File: src/rtl/riscv_run_ctrl.sv
// Run controller and commit-trace capture for the single-cycle RISC-V core.
// Define RUN_CTRL_TRACE_EN to build the trace buffer; otherwise trace outputs read 0.
module riscv_run_ctrl #(
   parameter int XLEN        = 32,
   parameter int CYCLE_W     = 16,
   parameter int RST_CYCLES  = 2,
   parameter int TRACE_DEPTH = 16
) (
   input  logic                           clk,
   input  logic                           rst,
   input  logic                           start,
   input  logic [CYCLE_W-1:0]             max_cycles,
   input  logic                           halt_pc_en,
   input  logic [XLEN-1:0]                halt_pc,
   input  logic [XLEN-1:0]                core_pc,
   input  logic [XLEN-1:0]                core_pc_next,
   input  logic                           commit_we,
   input  logic [4:0]                     commit_rd,
   input  logic [XLEN-1:0]                commit_data,
   output logic                           core_run,
   output logic                           busy,
   output logic                           done,
   output logic [1:0]                     halt_cause,
   output logic [CYCLE_W-1:0]             cycle_count,
   input  logic                           trace_rd_en,
   output logic [XLEN-1:0]                trace_rd_pc,
   output logic [4:0]                     trace_rd_rd,
   output logic [XLEN-1:0]                trace_rd_data,
   output logic                           trace_rd_valid,
   output logic [$clog2(TRACE_DEPTH):0]   trace_count,
   output logic                           trace_overflow
);

   localparam int AW = $clog2(TRACE_DEPTH);
   localparam int RW = (RST_CYCLES > 1) ? $clog2(RST_CYCLES) : 1;

   typedef enum logic [1:0] {S_IDLE, S_RESET, S_RUN, S_DONE} state_t;

   state_t         state, state_nx;
   logic [RW-1:0]  rst_cnt;
   logic           rst_last;
   logic           start_ok;
   logic [1:0]     hit_cause;

   assign rst_last = (rst_cnt == RW'(RST_CYCLES - 1));
   assign start_ok = start && ((state == S_IDLE) || (state == S_DONE));

   // Halt sources in priority order: halt-PC, self-loop, cycle budget.
   always_comb begin
      hit_cause = 2'b00;
      if (halt_pc_en && (core_pc == halt_pc))
         hit_cause = 2'b11;
      else if (core_pc_next == core_pc)
         hit_cause = 2'b10;
      else if ((max_cycles != '0) && ((cycle_count + CYCLE_W'(1)) == max_cycles))
         hit_cause = 2'b01;
   end

   always_ff @(posedge clk or posedge rst) begin
      if (rst) state <= S_IDLE;
      else     state <= state_nx;
   end

   always_comb begin
      state_nx = state;
      case (state)
         S_IDLE:  if (start) state_nx = S_RESET;
         S_RESET: if (rst_last) state_nx = S_RUN;
         S_RUN:   if (hit_cause != 2'b00) state_nx = S_DONE;
         S_DONE:  if (start) state_nx = S_RESET;
         default: state_nx = S_IDLE;
      endcase
   end

   always_comb begin
      core_run = 1'b0;
      busy     = 1'b0;
      done     = 1'b0;
      case (state)
         S_RESET: busy = 1'b1;
         S_RUN: begin
            core_run = 1'b1;
            busy     = 1'b1;
         end
         S_DONE:  done = 1'b1;
         default: ;
      endcase
   end

   always_ff @(posedge clk or posedge rst) begin
      if (rst) begin
         rst_cnt     <= '0;
         cycle_count <= '0;
         halt_cause  <= 2'b00;
      end else if (start_ok) begin
         rst_cnt     <= '0;
         cycle_count <= '0;
         halt_cause  <= 2'b00;
      end else if (state == S_RESET) begin
         rst_cnt <= rst_cnt + RW'(1);
      end else if (state == S_RUN) begin
         if (cycle_count != '1) cycle_count <= cycle_count + CYCLE_W'(1);
         if (hit_cause != 2'b00) halt_cause <= hit_cause;
      end
   end

`ifdef RUN_CTRL_TRACE_EN
   logic [XLEN-1:0] mem_pc   [TRACE_DEPTH];
   logic [4:0]      mem_rd   [TRACE_DEPTH];
   logic [XLEN-1:0] mem_data [TRACE_DEPTH];
   logic [AW:0]     wr_ptr, rd_ptr;
   logic            full, commit_ok, wr_en, rd_en;

   assign trace_count = wr_ptr - rd_ptr;
   assign full        = (trace_count == (AW+1)'(TRACE_DEPTH));
   assign commit_ok   = (state == S_RUN) && commit_we && (commit_rd != 5'd0);
   assign wr_en       = commit_ok && !full;
   assign rd_en       = trace_rd_en && (trace_count != '0);

   // Storage needs no reset: only entries between the pointers are ever read.
   always_ff @(posedge clk) begin
      if (wr_en) begin
         mem_pc[wr_ptr[AW-1:0]]   <= core_pc;
         mem_rd[wr_ptr[AW-1:0]]   <= commit_rd;
         mem_data[wr_ptr[AW-1:0]] <= commit_data;
      end
   end

   always_ff @(posedge clk or posedge rst) begin
      if (rst) begin
         wr_ptr         <= '0;
         rd_ptr         <= '0;
         trace_overflow <= 1'b0;
         trace_rd_valid <= 1'b0;
         trace_rd_pc    <= '0;
         trace_rd_rd    <= '0;
         trace_rd_data  <= '0;
      end else begin
         trace_rd_valid <= 1'b0;
         if (start_ok) begin
            wr_ptr         <= '0;
            rd_ptr         <= '0;
            trace_overflow <= 1'b0;
         end else begin
            if (wr_en) wr_ptr <= wr_ptr + (AW+1)'(1);
            if (commit_ok && full) trace_overflow <= 1'b1;
            if (rd_en) begin
               rd_ptr         <= rd_ptr + (AW+1)'(1);
               trace_rd_pc    <= mem_pc[rd_ptr[AW-1:0]];
               trace_rd_rd    <= mem_rd[rd_ptr[AW-1:0]];
               trace_rd_data  <= mem_data[rd_ptr[AW-1:0]];
               trace_rd_valid <= 1'b1;
            end
         end
      end
   end
`else
   logic unused_trace;
   assign unused_trace   = ^{trace_rd_en, commit_we, commit_rd, commit_data};
   assign trace_rd_pc    = '0;
   assign trace_rd_rd    = '0;
   assign trace_rd_data  = '0;
   assign trace_rd_valid = 1'b0;
   assign trace_count    = '0;
   assign trace_overflow = 1'b0;
`endif

endmodule

File: config.mk
export PLATFORM = sky130hd
export DESIGN_NAME = riscv_run_ctrl
export DESIGN_NICKNAME = d
export VERILOG_FILES = /design/src/rtl/riscv_run_ctrl.sv
export SDC_FILE = /design/constraint.sdc
export NUM_CORES = 1
export LEC_CHECK = 0
export CORE_AREA = 2 2 98 100
export CTS_CLUSTER_SIZE = 8
export DETAILED_ROUTE_END_ITERATION = 8
export DIE_AREA = 0 0 100 102
export DONT_BUFFER_PORTS = 1
export PLACE_DENSITY = 0.46
export SETUP_SLACK_MARGIN = 0.2
export SLEW_MARGIN = 30
export SYNTH_ARGS = -nofsm -noshare
export SYNTH_HDL_FRONTEND = slang
export SYNTH_SLANG_ARGS = --single-unit
File: constraint.sdc
create_clock -name clk -period 3.4 [get_ports clk]
set_input_delay 0.68 -clock clk [delete_from_list [all_inputs] [get_ports clk]]
set_output_delay 0.68 -clock clk [all_outputs]
set_load 0.02 [all_outputs]
==> run metrics <==
pin count of the biggest net entering global routing 22; row cnt 35; port buffer count 0; post-CTS setup buffer count 0; clock-pin slew on the worst setup and hold paths 0.08 ns; CP Launch Type register; initial antenna violation count 0; die width 100 um; Worst Path Required approximately 3.6 ns; Synth-to-Final Area Change -3.66%; crit path max-delay cell type dfrtp_1; final cell count without fillers 473; vias in the first global route roughly 2,300; final WL 7710 um; fin crit period 2.92 ns; setup tns final 0 ns; Worst Max-Slew Pin Slew 0.879 ns; Synth Warn # 0; GRT Util Overall between 10% and 20%; crit-path cells ha_1 > and3_1 > nand4_1 > xnor2_1 > nor4_1 > nand4b_2 > a21oi_2 > mux2i_1; via count roughly 2,300; outcome completed; most common cell after layout, fill and taps aside conb_1; post-synthesis async set-or-reset flop share 100%; Gate Count Post-Synth 366; max-slew violations 0; most frequent cells in the layout 76 x conb_1, 68 x xor2_1, 28 x o21ai_0; Post-layout nets 523; first-pass GRT wire length 11,400 um; Worst-Skew Late Latency 0.26 ns; post-placement cell count 469; synthesized area per cell between 8 and 9 um2; die area roughly 0.01 mm2; grt peak-use layer met2; crit path capture type register; routing usage on met3 3.08%; share of cells above drive strength 1 4.14%; routability cong. 0.795; TritonRoute pass-1 iters 4; post-synthesis cell type count 48; WS Path Type reg2reg; total CTS buffers 3; cts hold-fix bufs 0; Root Buffer clkbuf_8; fmax approximately 340 MHz; H-Tree Depth 1; #FFs+latches synth 21; maximum clock insertion buffer count 2; Leak 0.00129 uW; Final Cycle Share between 80% and 90%; crit-path max cell delay 0.66 ns; Worst VDD drop 185 uV; Setup violations, final 0; M2 GR Usage 27.4%; EDFF count, synth 0; area of the core 0.00911 mm2; post-DP HPWL 6650 um; n_diodes 0; Power per Cell Area between 400 and 500 mW/mm2; sequential fraction of the synthesis area between 10% and 20%; initial drt markers around 60; Initial Util 32.7%; post-DR wirelength/cell 16.3 um; Final Skew approximately 0.0014 ns; Resize count post-CTS 0; antenna-violating nets left 0; relative slew slack between 40 and 50%; Max-cap violations 0; Worst Path Arrival 3.11 ns; min-delay worst type in2async; Remaining Overflow, GRT 0; cell area after synthesis 0.00298 mm2; Via density 4.92; die height 102 um; CTS tree built; met1 Resource Use GR 16.4%; Fin. Hold Viols 0; RSZ-0062 raised after global routing no; Residual DRC 0; clock net sink count 21; Ports 252; top_reg_cell synth dfrtp_1; CP Max Fanout 8
synthesized netlist by cell type, types with 2 or more instances:
master,count,area share [%]
a41oi_1,2,0.59
o21bai_1,2,0.50
buf_4,78,20
xor2_1,68,20
xnor2_1,18,5.3
nand2b_1,6,1.3
and3_1,5,1.1
dfrtp_1,21,18
nand4_1,9,1.9
buf_2,4,0.67
nor3_1,4,0.67
nor4_1,20,4.2
mux2i_1,2,0.67
nand3_1,11,1.9
clkbuf_1,7,0.88
a21oi_1,9,1.5
inv_1,7,0.88
and4_1,2,0.59
nor2_1,9,1.1
ha_1,5,2.1
o22ai_1,2,0.42
and2_1,3,0.63
o31ai_1,3,0.76
o21ai_0,28,4.7
nand2_1,18,2.3
kinds of logic after synthesis:
logic type      Yosys count  synth area share [%]
compound gates           57                  12.4
mux                       2                 0.673
fa+ha+maj                 5                  2.10
flops                    21                  17.7
other cells               1                 0.126
buf+inv                  96                  22.1
xor+xnor                 87                  26.1
simple gates             97                  18.8
critical path, delay by kind of cell (launching register included):
kind | cells | cell delay [ns]
AND/OR/NAND/NOR | 4 | 1.25
XOR/XNOR | 1 | 0.18
flip-flops | 1 | 0.66
AO/OA/AOI/OAI | 1 | 0.22
adder cells (fa/ha/maj) | 1 | 0.35
multiplexers | 1 | 0.19
layout make-up:
class | instances | area [um2]
Clock buffer | 4 | 45.0
Fill cell | 994 | 6240
Inverter | 7 | 26.3
Multi-Input combinational cell | 324 | 2070
Sequential cell | 21 | 526
Tap cell | 111 | 139
Timing Repair Buffer | 6 | 57.6
metal layers:
| metal | share of wire (%) | routed length (um) | up-vias |
|---|---|---|---|
| li1 | - | - | 1108 |
| met1 | 36 | 2780 | 1080 |
| met2 | 54 | 4200 | 135 |
| met3 | 9.1 | 699 | 2 |
| met4 | 0.32 | 25 | 0 |
| met5 | 0 | 0 | - |
sequential cells by signal (all words and copies together), names as in the netlist:
register	count
rst_cnt	1
cycle_count	16
state	2
halt_cause	2
worst paths after layout:
check	startpoint	to	slack, ns	cells after the start
setup / recovery	cycle_count[0]	state[0]	0.48	8
hold / removal	rst	state[0]	0.48	1
setup reg to reg	cycle_count[0]	state[0]	0.48	8
hold reg to reg	rst_cnt	rst_cnt	0.54	2
max in group asynchronous	rst	cycle_count[7]	2.37	1
min in group clk	rst_cnt	rst_cnt	0.54	2
stage by stage:
step	util, %	worst slack, ns	area, um2	total power [uW]	hold WS (ns)
after global routing	31.5	0.310	2870	1400	0.543
after floorplan	-	0.823	3260	1030	0.508
after detailed placement	31.0	0.456	2820	1130	0.530
after CTS	31.5	0.446	2870	1300	0.512
after global placement	31.0	0.432	2820	1120	0.520
final	31.5	0.478	2870	1290	0.484
where the power goes:
part / total, uW / switching [uW] / internal [uW]
combinational: 709 / 453 / 256
sequential: 410 / 117 / 293
clock: 169 / 85.1 / 83.6
(Power assumes the default switching activity.)
